===== config.mk =====
export PLATFORM = sky130hd
export DESIGN_NAME = bus_mem_interface
export DESIGN_NICKNAME = d
export VERILOG_FILES = /design/src/rtl/cpu_pkg.sv /design/src/rtl/reg_n_bits.sv /design/src/rtl/bus_mem_interface.sv
export SDC_FILE = /design/constraint.sdc
export NUM_CORES = 1
export LEC_CHECK = 0
export ABC_CLOCK_PERIOD_IN_PS = 2900
export CORE_ASPECT_RATIO = 1.75
export CORE_MARGIN = 4
export CORE_UTILIZATION = 40
export CTS_BUF_LIST = sky130_fd_sc_hd__clkbuf_16
export CTS_CLUSTER_SIZE = 40
export DETAILED_ROUTE_END_ITERATION = 8
export HOLD_SLACK_MARGIN = 0.05
export PLACE_DENSITY = 0.87
export SLEW_MARGIN = 25
export SYNTH_ARGS = -nofsm -noshare
export SYNTH_HDL_FRONTEND = slang
export SYNTH_SLANG_ARGS = --single-unit

===== constraint.sdc =====
create_clock -name clk -period 2.9 [get_ports clk]
set_input_delay 0.725 -clock clk [delete_from_list [all_inputs] [get_ports clk]]
set_output_delay 0.725 -clock clk [all_outputs]
set_load 0.01 [all_outputs]

===== src/rtl/cpu_pkg.sv =====
// cpu_pkg: memory-port FSM state type and default widths/timeout for the single-bus CPU.
package cpu_pkg;
  typedef enum logic [1:0] {IDLE = 2'd0, ACCESS = 2'd1, DONE = 2'd2} mem_state_t;
  localparam int CPU_DATA_W = 32;
  localparam int CPU_ADDR_W = 9;
  localparam int CPU_TIMEOUT_CYC = 15;
endpackage


===== src/rtl/reg_n_bits.sv =====
// reg_n_bits: W-bit register with load enable and asynchronous active-high clear.
//   clk, clr : clock / async clear
//   ld_i     : load d_i on the rising edge
//   d_i, q_o : data in / register contents
module reg_n_bits #(
  parameter int W = 32
) (
  input  logic         clk,
  input  logic         clr,
  input  logic         ld_i,
  input  logic [W-1:0] d_i,
  output logic [W-1:0] q_o
);
  always_ff @(posedge clk or posedge clr)
    if (clr) q_o <= '0;
    else if (ld_i) q_o <= d_i;
endmodule


===== src/rtl/bus_mem_interface.sv =====
// bus_mem_interface: MAR/MDR memory port with req/ack handshake to a variable-latency memory.
//   bus_in, MARin, MDRin : load MAR/MDR from the internal bus (IDLE only)
//   Read, Write          : start an access at MAR (Read wins if both)
//   mdr_out, mar_out     : register contents
//   busy, done, err      : status (done is a 1-cycle pulse, err is the timeout flag)
//   mem_*                : memory side; mem_ack only sampled in ACCESS
// Optional timeout: define MEM_TIMEOUT_EN to abort an access after TIMEOUT_CYC cycles without ack.
module bus_mem_interface
  import cpu_pkg::*;
#(
  parameter int DATA_W      = CPU_DATA_W,
  parameter int ADDR_W      = CPU_ADDR_W,
  parameter int TIMEOUT_CYC = CPU_TIMEOUT_CYC
) (
  input  logic              clk,
  input  logic              clr,
  input  logic [DATA_W-1:0] bus_in,
  input  logic              MARin,
  input  logic              MDRin,
  input  logic              Read,
  input  logic              Write,
  output logic [DATA_W-1:0] mdr_out,
  output logic [ADDR_W-1:0] mar_out,
  output logic              busy,
  output logic              done,
  output logic              err,
  output logic              mem_req,
  output logic              mem_we,
  output logic [ADDR_W-1:0] mem_addr,
  output logic [DATA_W-1:0] mem_wdata,
  input  logic [DATA_W-1:0] mem_rdata,
  input  logic              mem_ack
);
  mem_state_t state_q, state_d;
  logic we_q, we_d;
  logic idle, acc, cmd, tmo;
  assign idle = state_q == IDLE;
  assign acc  = state_q == ACCESS;
  assign cmd  = idle & (Read | Write);
  // MAR/MDR are frozen outside IDLE; MDR's only other writer is a read ack.
  reg_n_bits #(.W(ADDR_W)) u_mar (
    .clk(clk), .clr(clr), .ld_i(idle & MARin), .d_i(bus_in[ADDR_W-1:0]), .q_o(mar_out)
  );
  reg_n_bits #(.W(DATA_W)) u_mdr (
    .clk(clk), .clr(clr), .ld_i((idle & MDRin) | (acc & mem_ack & ~we_q)),
    .d_i(acc ? mem_rdata : bus_in), .q_o(mdr_out)
  );
`ifdef MEM_TIMEOUT_EN
  localparam int CW = $clog2(TIMEOUT_CYC + 1);
  logic [CW-1:0] cnt_q, cnt_d;
  logic err_q, err_d;
  // cnt_q counts elapsed ACCESS cycles; ack on the last one still wins.
  assign tmo   = acc & ~mem_ack & (cnt_q == CW'(TIMEOUT_CYC - 1));
  assign cnt_d = cmd ? '0 : acc ? cnt_q + CW'(1) : cnt_q;
  assign err_d = cmd ? 1'b0 : tmo ? 1'b1 : err_q;
  assign err   = err_q;
  always_ff @(posedge clk or posedge clr)
    if (clr) begin
      cnt_q <= '0;
      err_q <= 1'b0;
    end else begin
      cnt_q <= cnt_d;
      err_q <= err_d;
    end
`else
  assign tmo = 1'b0;
  assign err = 1'b0;
`endif
  always_comb begin
    state_d = state_q;
    if (cmd) state_d = ACCESS;
    else if (acc & (mem_ack | tmo)) state_d = DONE;
    else if (state_q == DONE) state_d = IDLE;
  end
  assign we_d = cmd ? ~Read : we_q;
  always_ff @(posedge clk or posedge clr)
    if (clr) begin
      state_q <= IDLE;
      we_q    <= 1'b0;
    end else begin
      state_q <= state_d;
      we_q    <= we_d;
    end
  assign busy      = ~idle;
  assign done      = state_q == DONE;
  assign mem_req   = acc;
  assign mem_we    = we_q;
  assign mem_addr  = mar_out;
  assign mem_wdata = mdr_out;
endmodule


# After elaboration in Yosys (flattened, before gate mapping)
# Cells that the tools add are included.
word_totals:
  output_inout_bits: 87
  reg_bits: 44
classes:
  n_mux: 4
  reduce_logical: 2
  n_bitwise: 10
  eq_ne: 2
op_table:
  columns: ["operator", "count"]
  rows:
  - ["$mux 32", 1]
  - ["$mux 2", 3]
  - ["$and 1x1->1", 5]
  - ["$not 1->1", 3]
  - ["$reduce_bool 3->1", 1]
  - ["$eq 2x1->1 const B", 1]
  - ["$eq 2x2->1 const B", 1]
  - ["$logic_not 2->1", 1]
  - ["$or 1x1->1", 2]

# Depth between registers and ports, before layout
# Gate-level depths: netlist (run 1).
depth:
  depth_word: 4
  ltp_mapped: 5
  mapped_depth_nobuf: 3

# Hierarchy
# From an unflattened synthesis (run 1), not the netlist that was laid out.
unflattened:
  cells_unflattened: 187
  hier_area_um2: 2750.1
by_module_without_submodules:
  columns: ["module", "instances", "cells_each", "area_per_inst_um2", "seq_area_each_um2"]
  rows:
  - ["reg_n_bits at u_mdr", 1, 69, 1348.8, 800.8]
  - ["bus_mem_interface", 1, 98, 1026.0, 75.1]
  - ["reg_n_bits at u_mar", 1, 20, 375.4, 225.2]

# Least setup slack after synthesis (run 1)
# No wires, ideal clock.
synth_path:
  path_kind: "flip-flop to output port"
  start: "reg state_q[0]"
  end: "out mem_req"
  n_path_buf: 2
  slack_ns: 1.301
  path_stages_with_launch: 4
  arrival_time_ns: 0.874
  path_cell_list: "dfrtp_1 nor2b_1 buf_6 buf_2"
synth_via:
  elab_chain_cells: 1
synth_lines:
  columns: ["element", "line", "rtl"]
  rows:
  - ["start, declared", "bus_mem_interface.sv:34", "mem_state_t state_q, state_d;"]
  - ["start signal, assigned", "bus_mem_interface.sv:81", "state_q <= state_d;"]
  - ["$eq 2x1->1", "bus_mem_interface.sv:38", "assign acc = state_q == ACCESS;"]
  - ["end, declared", "bus_mem_interface.sv:27", "output logic mem_req,"]
# No other way between the ends.

# Worst setup path in the final report (run 1)
layout_path:
  start: "reg state_q[1]"
  end: "out busy"
layout_via:
  elab_chain_cells: 2
layout_lines:
  columns: ["element", "line", "rtl"]
  rows:
  - ["$logic_not 2->1", "bus_mem_interface.sv:37", "assign idle = state_q == IDLE;"]
  - ["$not 1->1", "bus_mem_interface.sv:84", "assign busy = ~idle;"]
  - ["end, declared", "bus_mem_interface.sv:24", "output logic busy,"]
# No other way between the ends.

==> flow_metrics.env, run 1 <==
export IMPL_final_antenna_net_count=0
export IMPL_seqCellArea_um2=1100
export IMPL_die_x_um=67.8
export IMPL_die_h_um=113
export IMPL_clk_pin_slew_ns=0.06
export IMPL_path_cells="nor2_1, inv_1, clkdlybuf4s50_1"
export IMPL_yosys_area_share_adder_pct=0
export IMPL_hold_path_class="reg2reg"
export IMPL_multi_input_area_um2=1020
export IMPL_synth_top_family_by_area="multiplexers"
export IMPL_cp_depth=3
export IMPL_min_path_cells=1
export IMPL_finalPower_w=0.00464
export IMPL_stdcell_count=377
export IMPL_postCtsHoldBufs=0
export IMPL_antennaDiodeCount=0
export IMPL_hold_end="u_mar.q_o[5]"
export IMPL_area_delta_synth_final_pct=59.4
export IMPL_synthSimpleGateAreaFrac_pct=1.05
export IMPL_ctsResizeCount=0
export IMPL_gr_total_overflow=0
export IMPL_synth_cell_types=15
export IMPL_ir_drop_uv=542
export IMPL_cp_top_family="buffers and inverters"
export IMPL_setup_viol=0
export IMPL_slew_headroom_pct=49.7
export IMPL_grt_max_degree=45
export IMPL_synth_cells=182
export IMPL_yosys_warnings=0
export IMPL_final_layout_size_suffix_gt1_share_pct=29.1
export IMPL_dr_pass1_iters=4
export IMPL_final_nets=369
export IMPL_num_rows=37
export IMPL_finalSetupTns_ns=0
export IMPL_critPathMaxFanout=5
export IMPL_cts_tree="yes"
export IMPL_start_util_pct=41.9
export IMPL_syn_num_nets=253
export IMPL_crit_slowest_cell="clkdlybuf4s50_1"
export IMPL_critPathMaxStageDelay_ns=0.48
export IMPL_cp_buffers_inverters=2
export IMPL_synth_xor_area_share_pct=0
export IMPL_clkSinkCount=44
export IMPL_place_inst=369
export IMPL_root_buffer="clkbuf_16"
export IMPL_die_area_um2=7630
export IMPL_synth_compound_area_share_pct=1.75
export IMPL_nFillCells=439
export IMPL_grt_pass1_vias=1887
export IMPL_ys_ff_latch=44
export IMPL_coreArea_um2=5970
export IMPL_cts_buffer_depth=2
export IMPL_io_buffer_count=156
export IMPL_drc=0
export IMPL_skew_ns=0.00188
export IMPL_status="complete, no violations"
export IMPL_grt_pass1_wl_mm=9.36
export IMPL_power_density_nw_per_um2=1160
export IMPL_antenna_found_initial=0
export IMPL_synthMuxAreaShare_pct=37.4
export IMPL_cp_start_kind="flip-flop"
export IMPL_hpwl_mm=4.86
export IMPL_drtIter0Drc=62
export IMPL_gp_congestion=0.663
export IMPL_final_hold_violation_count=0
export IMPL_crit_required_ns=2.17
export IMPL_wirelength_mm=6.08
export IMPL_worst_slew_pin_transition_ns=0.754
export IMPL_rsz0062_at_grt="false"
export IMPL_clkLatencyLatePin_ns=0.27
export IMPL_hold_start="u_mar.q_o[5]"
export IMPL_synth_seq_area_share_pct=44.0
export IMPL_via_per_inst=4.59
export IMPL_p_leak_nw=1.66
export IMPL_cts_made_buffers=5
export IMPL_pin_count=158
export IMPL_wl_per_cell_um=16.1
export IMPL_maxCapViolations=0
export IMPL_fin_crit_ns=2.28
export IMPL_slew_violations=0
export IMPL_vias=1730
export IMPL_cts_htree_levels=2
export IMPL_postCtsSetupBuffers=0
export IMPL_rr_worst_depth=5
export IMPL_reg2reg_to="u_mdr.q_o[29]"
export IMPL_avgSynthCellArea_um2=13.7
export IMPL_r2r_slack_ns=1.01
export IMPL_r2r_start="state_q[0]"
export IMPL_cp_arrival_ns=1.56
export IMPL_crit_path_end_kind="output pin"
export IMPL_synth_area_um2=2500
export IMPL_grt_total_usage_pct=16.0
export IMPL_path_class="reg2out"
export IMPL_max_freq_mhz=438
export IMPL_min_period_over_period_pct=78.8
metal layers:
layer	part of all wire, %	track usage [%]	vias to the layer above	wire [µm]
met5	0	0	-	0
met4	1.2	4.38	0	71
met3	9.4	4.20	6	572
met2	55	29.7	102	3330
met1	35	16.9	812	2100
li1	-	-	810	-
state kept, by name, summed over array words and instances, names as in the netlist:
name	flops
mem_we	1
state_q	2
u_mar.q_o	9
u_mdr.q_o	32
kinds of logic after synthesis:
family / Yosys count
other cells: 1
buf+inv: 53
compound gates: 6
simple gates: 5
mux: 73
flops: 44
worst max-delay path by stage:
stage | from | endpoint
2_1_floorplan | clr | mem_we
3_3_place_gp | mem_ack | u_mdr.q_o[28]
3_5_place_dp | mem_ack | u_mdr.q_o[29]
4_1_cts | state_q[1] | busy
5_1_grt | state_q[0] | busy
6_report | state_q[1] | busy
layout by cell type (no fill, tap or decap):
cell type and n:
clkdlybuf4s50_1 156, dfrtp_1 44, mux2_2 43, mux2_4 30, clkbuf_16 5, inv_1 3, a21oi_1 3, nor2_1 2
clkinv_2 2, buf_4 2, and2_1 1, nor2b_4 1, a32o_2 1, o21ba_2 1, nor2b_1 1, o21a_1 1
conb_1 1, bufinv_16 1, buf_12 1
metrics by stage:
stage	setup WS, ns	hold slack [ns]	instance area, µm²	util (%)
floorplan	1.14	0.513	2500	-
CTS	0.600	0.538	3990	66.8
global placement	0.737	0.510	3820	64.0
global route	0.565	0.551	3990	66.8
detailed placement	0.698	0.524	3820	64.0
finish	0.616	0.532	3990	66.8
report_power, final:
part | switching [W] | total (W) | internal, W | leakage, nW
combinational | 0.000956 | 0.00281 | 0.00186 | 1.06
clock | 0.000212 | 0.000613 | 0.000401 | 0.0850
sequential | 0.000278 | 0.00122 | 0.000940 | 0.518
total | 0.00145 | 0.00464 | 0.00320 | 1.66
synth_stat cells:
cell type  count  area (µm²)
a21oi_1        3        15.0
a32o_2         1        11.3
and2_1         1        6.26
buf_2          4        20.0
buf_4         42         315
buf_6          4        45.0
conb_1         1        3.75
dfrtp_1       44        1100
inv_1          3        11.3
mux2_2        43         484
mux2_4        30         450
nor2_1         2        7.51
nor2b_1        2        12.5
o21a_1         1        7.51
o21ba_2        1        10.0
layout make-up:
| class | instances | area share, % |
|---|---|---|
| repair buffers | 159 | 40.0 |
| flip-flops and latches | 44 | 27.6 |
| multi-input cells | 85 | 25.5 |
| clock buffers | 5 | 3.14 |
| well taps | 78 | 2.45 |
| clock inverters | 3 | 0.973 |
| inverters | 3 | 0.314 |
(Power assumes the default switching activity.)
==> inputs of run 2 (changes only) <==
Settings changed: ABC_CLOCK_PERIOD_IN_PS 2900 to 2300, CORE_UTILIZATION 40 to 37, PLACE_DENSITY 0.87 to 0.81.
Clock period 2.9 ns to 2.3 ns, I/O delays scaled along.
==> run 2 against run 1 <==
Flip-flop and latch count did not move. First-iteration DRC count fell by 21%. Critical path depth fell by 1. Combinational power rose by 29%. Critical endpoint is now mem_req. Clock power rose by 32%. Utilization fell by 4.8 points. Worst setup slack got worse by 0.37 ns. Clock skew rose by 0.0050 ns.
==> flow_metrics.env, run 2 (synthesis results as in run 1) <==
export IMPL_max_freq_mhz=486
export IMPL_die_area_um2=8190
export IMPL_rsz0062_at_grt="false"
export IMPL_finalPower_w=0.00598
export IMPL_drc=0
export IMPL_coreArea_um2=6540
export IMPL_layout_commonest_cell="clkdlybuf4s50_1"
export IMPL_place_inst=375
export IMPL_ir_drop_uv=654
export IMPL_slew_violations=0
export IMPL_setup_viol=0
export IMPL_use_met1_pct=15.2
export IMPL_cp_start_kind="flip-flop"
export IMPL_clk_pin_slew_ns=0.06
export IMPL_crit_required_ns=1.73
export IMPL_grt_pass1_wl_mm=9.95
export IMPL_p_leak_nw=1.68
export IMPL_grt_total_usage_pct=15.5
export IMPL_power_density_nw_per_um2=1470
export IMPL_final_antenna_net_count=0
export IMPL_fin_crit_ns=2.06
export IMPL_cts_tree="yes"
export IMPL_clkLatencyLatePin_ns=0.28
export IMPL_rr_worst_depth=5
export IMPL_postCtsHoldBufs=0
export IMPL_num_rows=39
export IMPL_multi_input_area_um2=1020
export IMPL_top_regs="u_mdr.q_o x32, u_mar.q_o x9, state_q x2"
export IMPL_cp_arrival_ns=1.48
export IMPL_gr_total_overflow=0
export IMPL_ctsResizeCount=0
export IMPL_critPathMaxFanout=5
export IMPL_grt_busiest_layer="met2"
export IMPL_gp_congestion=0.750
export IMPL_pin_count=158
export IMPL_whs_ns=0.539
export IMPL_final_nets=371
export IMPL_die_x_um=70.2
export IMPL_path_cells="nor2b_4, clkdlybuf4s50_1"
export IMPL_postCtsSetupBuffers=0
export IMPL_clkSinkCount=44
export IMPL_grt_util_met3_pct=3.79
export IMPL_grtUsageMet2_pct=30.8
export IMPL_drtIter0Drc=49
export IMPL_min_path_cells=1
export IMPL_cts_htree_levels=2
export IMPL_hold_path_class="reg2reg"
export IMPL_grt_max_degree=35
export IMPL_antenna_found_initial=0
export IMPL_cts_made_buffers=5
export IMPL_cp_top_family="buffers and inverters"
export IMPL_hpwl_mm=5.25
export IMPL_grt_pass1_vias=1987
export IMPL_maxCapViolations=0
export IMPL_skew_ns=0.00685
export IMPL_area_delta_synth_final_pct=62.0
export IMPL_die_h_um=117
export IMPL_cts_buffer_depth=2
export IMPL_largest_reg_flops=32
export IMPL_via_per_inst=4.68
export IMPL_final_hold_violation_count=0
export IMPL_final_layout_size_suffix_gt1_share_pct=29.9
export IMPL_seqCellArea_um2=1100
export IMPL_wl_per_cell_um=16.8
export IMPL_wirelength_mm=6.43
export IMPL_start_util_pct=38.3
export IMPL_root_buffer="clkbuf_16"
export IMPL_mostFrequentLayoutCells="156 x clkdlybuf4s50_1, 44 x dfrtp_1, 43 x mux2_2, 30 x mux2_4, 5 x clkbuf_16"
export IMPL_min_period_over_period_pct=89.5
export IMPL_regMostFlops="u_mdr.q_o"
export IMPL_dr_pass1_iters=3
export IMPL_cp_buffers_inverters=1
export IMPL_status="complete, no violations"
export IMPL_nFillCells=553
export IMPL_antennaDiodeCount=0
export IMPL_cp_depth=2
export IMPL_critPathMaxStageDelay_ns=0.56
export IMPL_crit_slowest_cell="clkdlybuf4s50_1"
export IMPL_stdcell_count=383
export IMPL_vias=1794
export IMPL_finalSetupTns_ns=0
export IMPL_crit_path_end_kind="output pin"
export IMPL_io_buffer_count=156
export IMPL_path_class="reg2out"
run 2: worst paths after layout:
kind / slack, ns / start / to
worst max-delay path: 0.24 / state_q[0] / mem_req
worst min-delay path: 0.54 / u_mdr.q_o[18] / u_mdr.q_o[18]
worst max register to register: 0.49 / state_q[0] / u_mdr.q_o[29]
worst min register to register: 0.54 / u_mdr.q_o[18] / u_mdr.q_o[18]
max in group asynchronous: 1.17 / clr / u_mdr.q_o[5]
min in group asynchronous: 0.63 / clr / u_mdr.q_o[7]
run 2: worst reg2reg max path, cell delays in order, from the launching register on:
cell and delay [ns]:
dfrtp_1 0.41, nor2b_4 0.23, buf_12 0.24, a32o_2 0.28
buf_12 0.19, mux2_2 0.35
run 2: stage by stage:
step	area, µm²	setup WS, ns	util (%)
floorplan	2500	0.694	-
global placement	3880	0.329	59.3
detailed placement	3880	0.284	59.3
CTS	4050	0.214	62.0
global route	4050	0.189	62.0
finish	4050	0.242	62.0
run 2: per-layer routing:
layer	part of all wire [%]	vias up
met4	2.0	0
met3	6.0	10
met2	59	90
met5	0	-
li1	-	814
met1	33	880
run 2: area by class of cell:
cell class | instances | area share (%)
Clock buffer | 5 | 3.09
Multi-Input combinational cell | 85 | 25.1
Tap cell | 82 | 2.53
Clock inverter | 3 | 1.17
Inverter | 3 | 0.278
Timing Repair Buffer | 161 | 40.7
Sequential cell | 44 | 27.2
run 2: power by group:
group          internal, W  switching, W  leakage [nW]
Combinational      0.00240       0.00123          1.08
Clock             0.000516      0.000292        0.0840
Sequential         0.00119      0.000356         0.518
Total              0.00410       0.00188          1.68
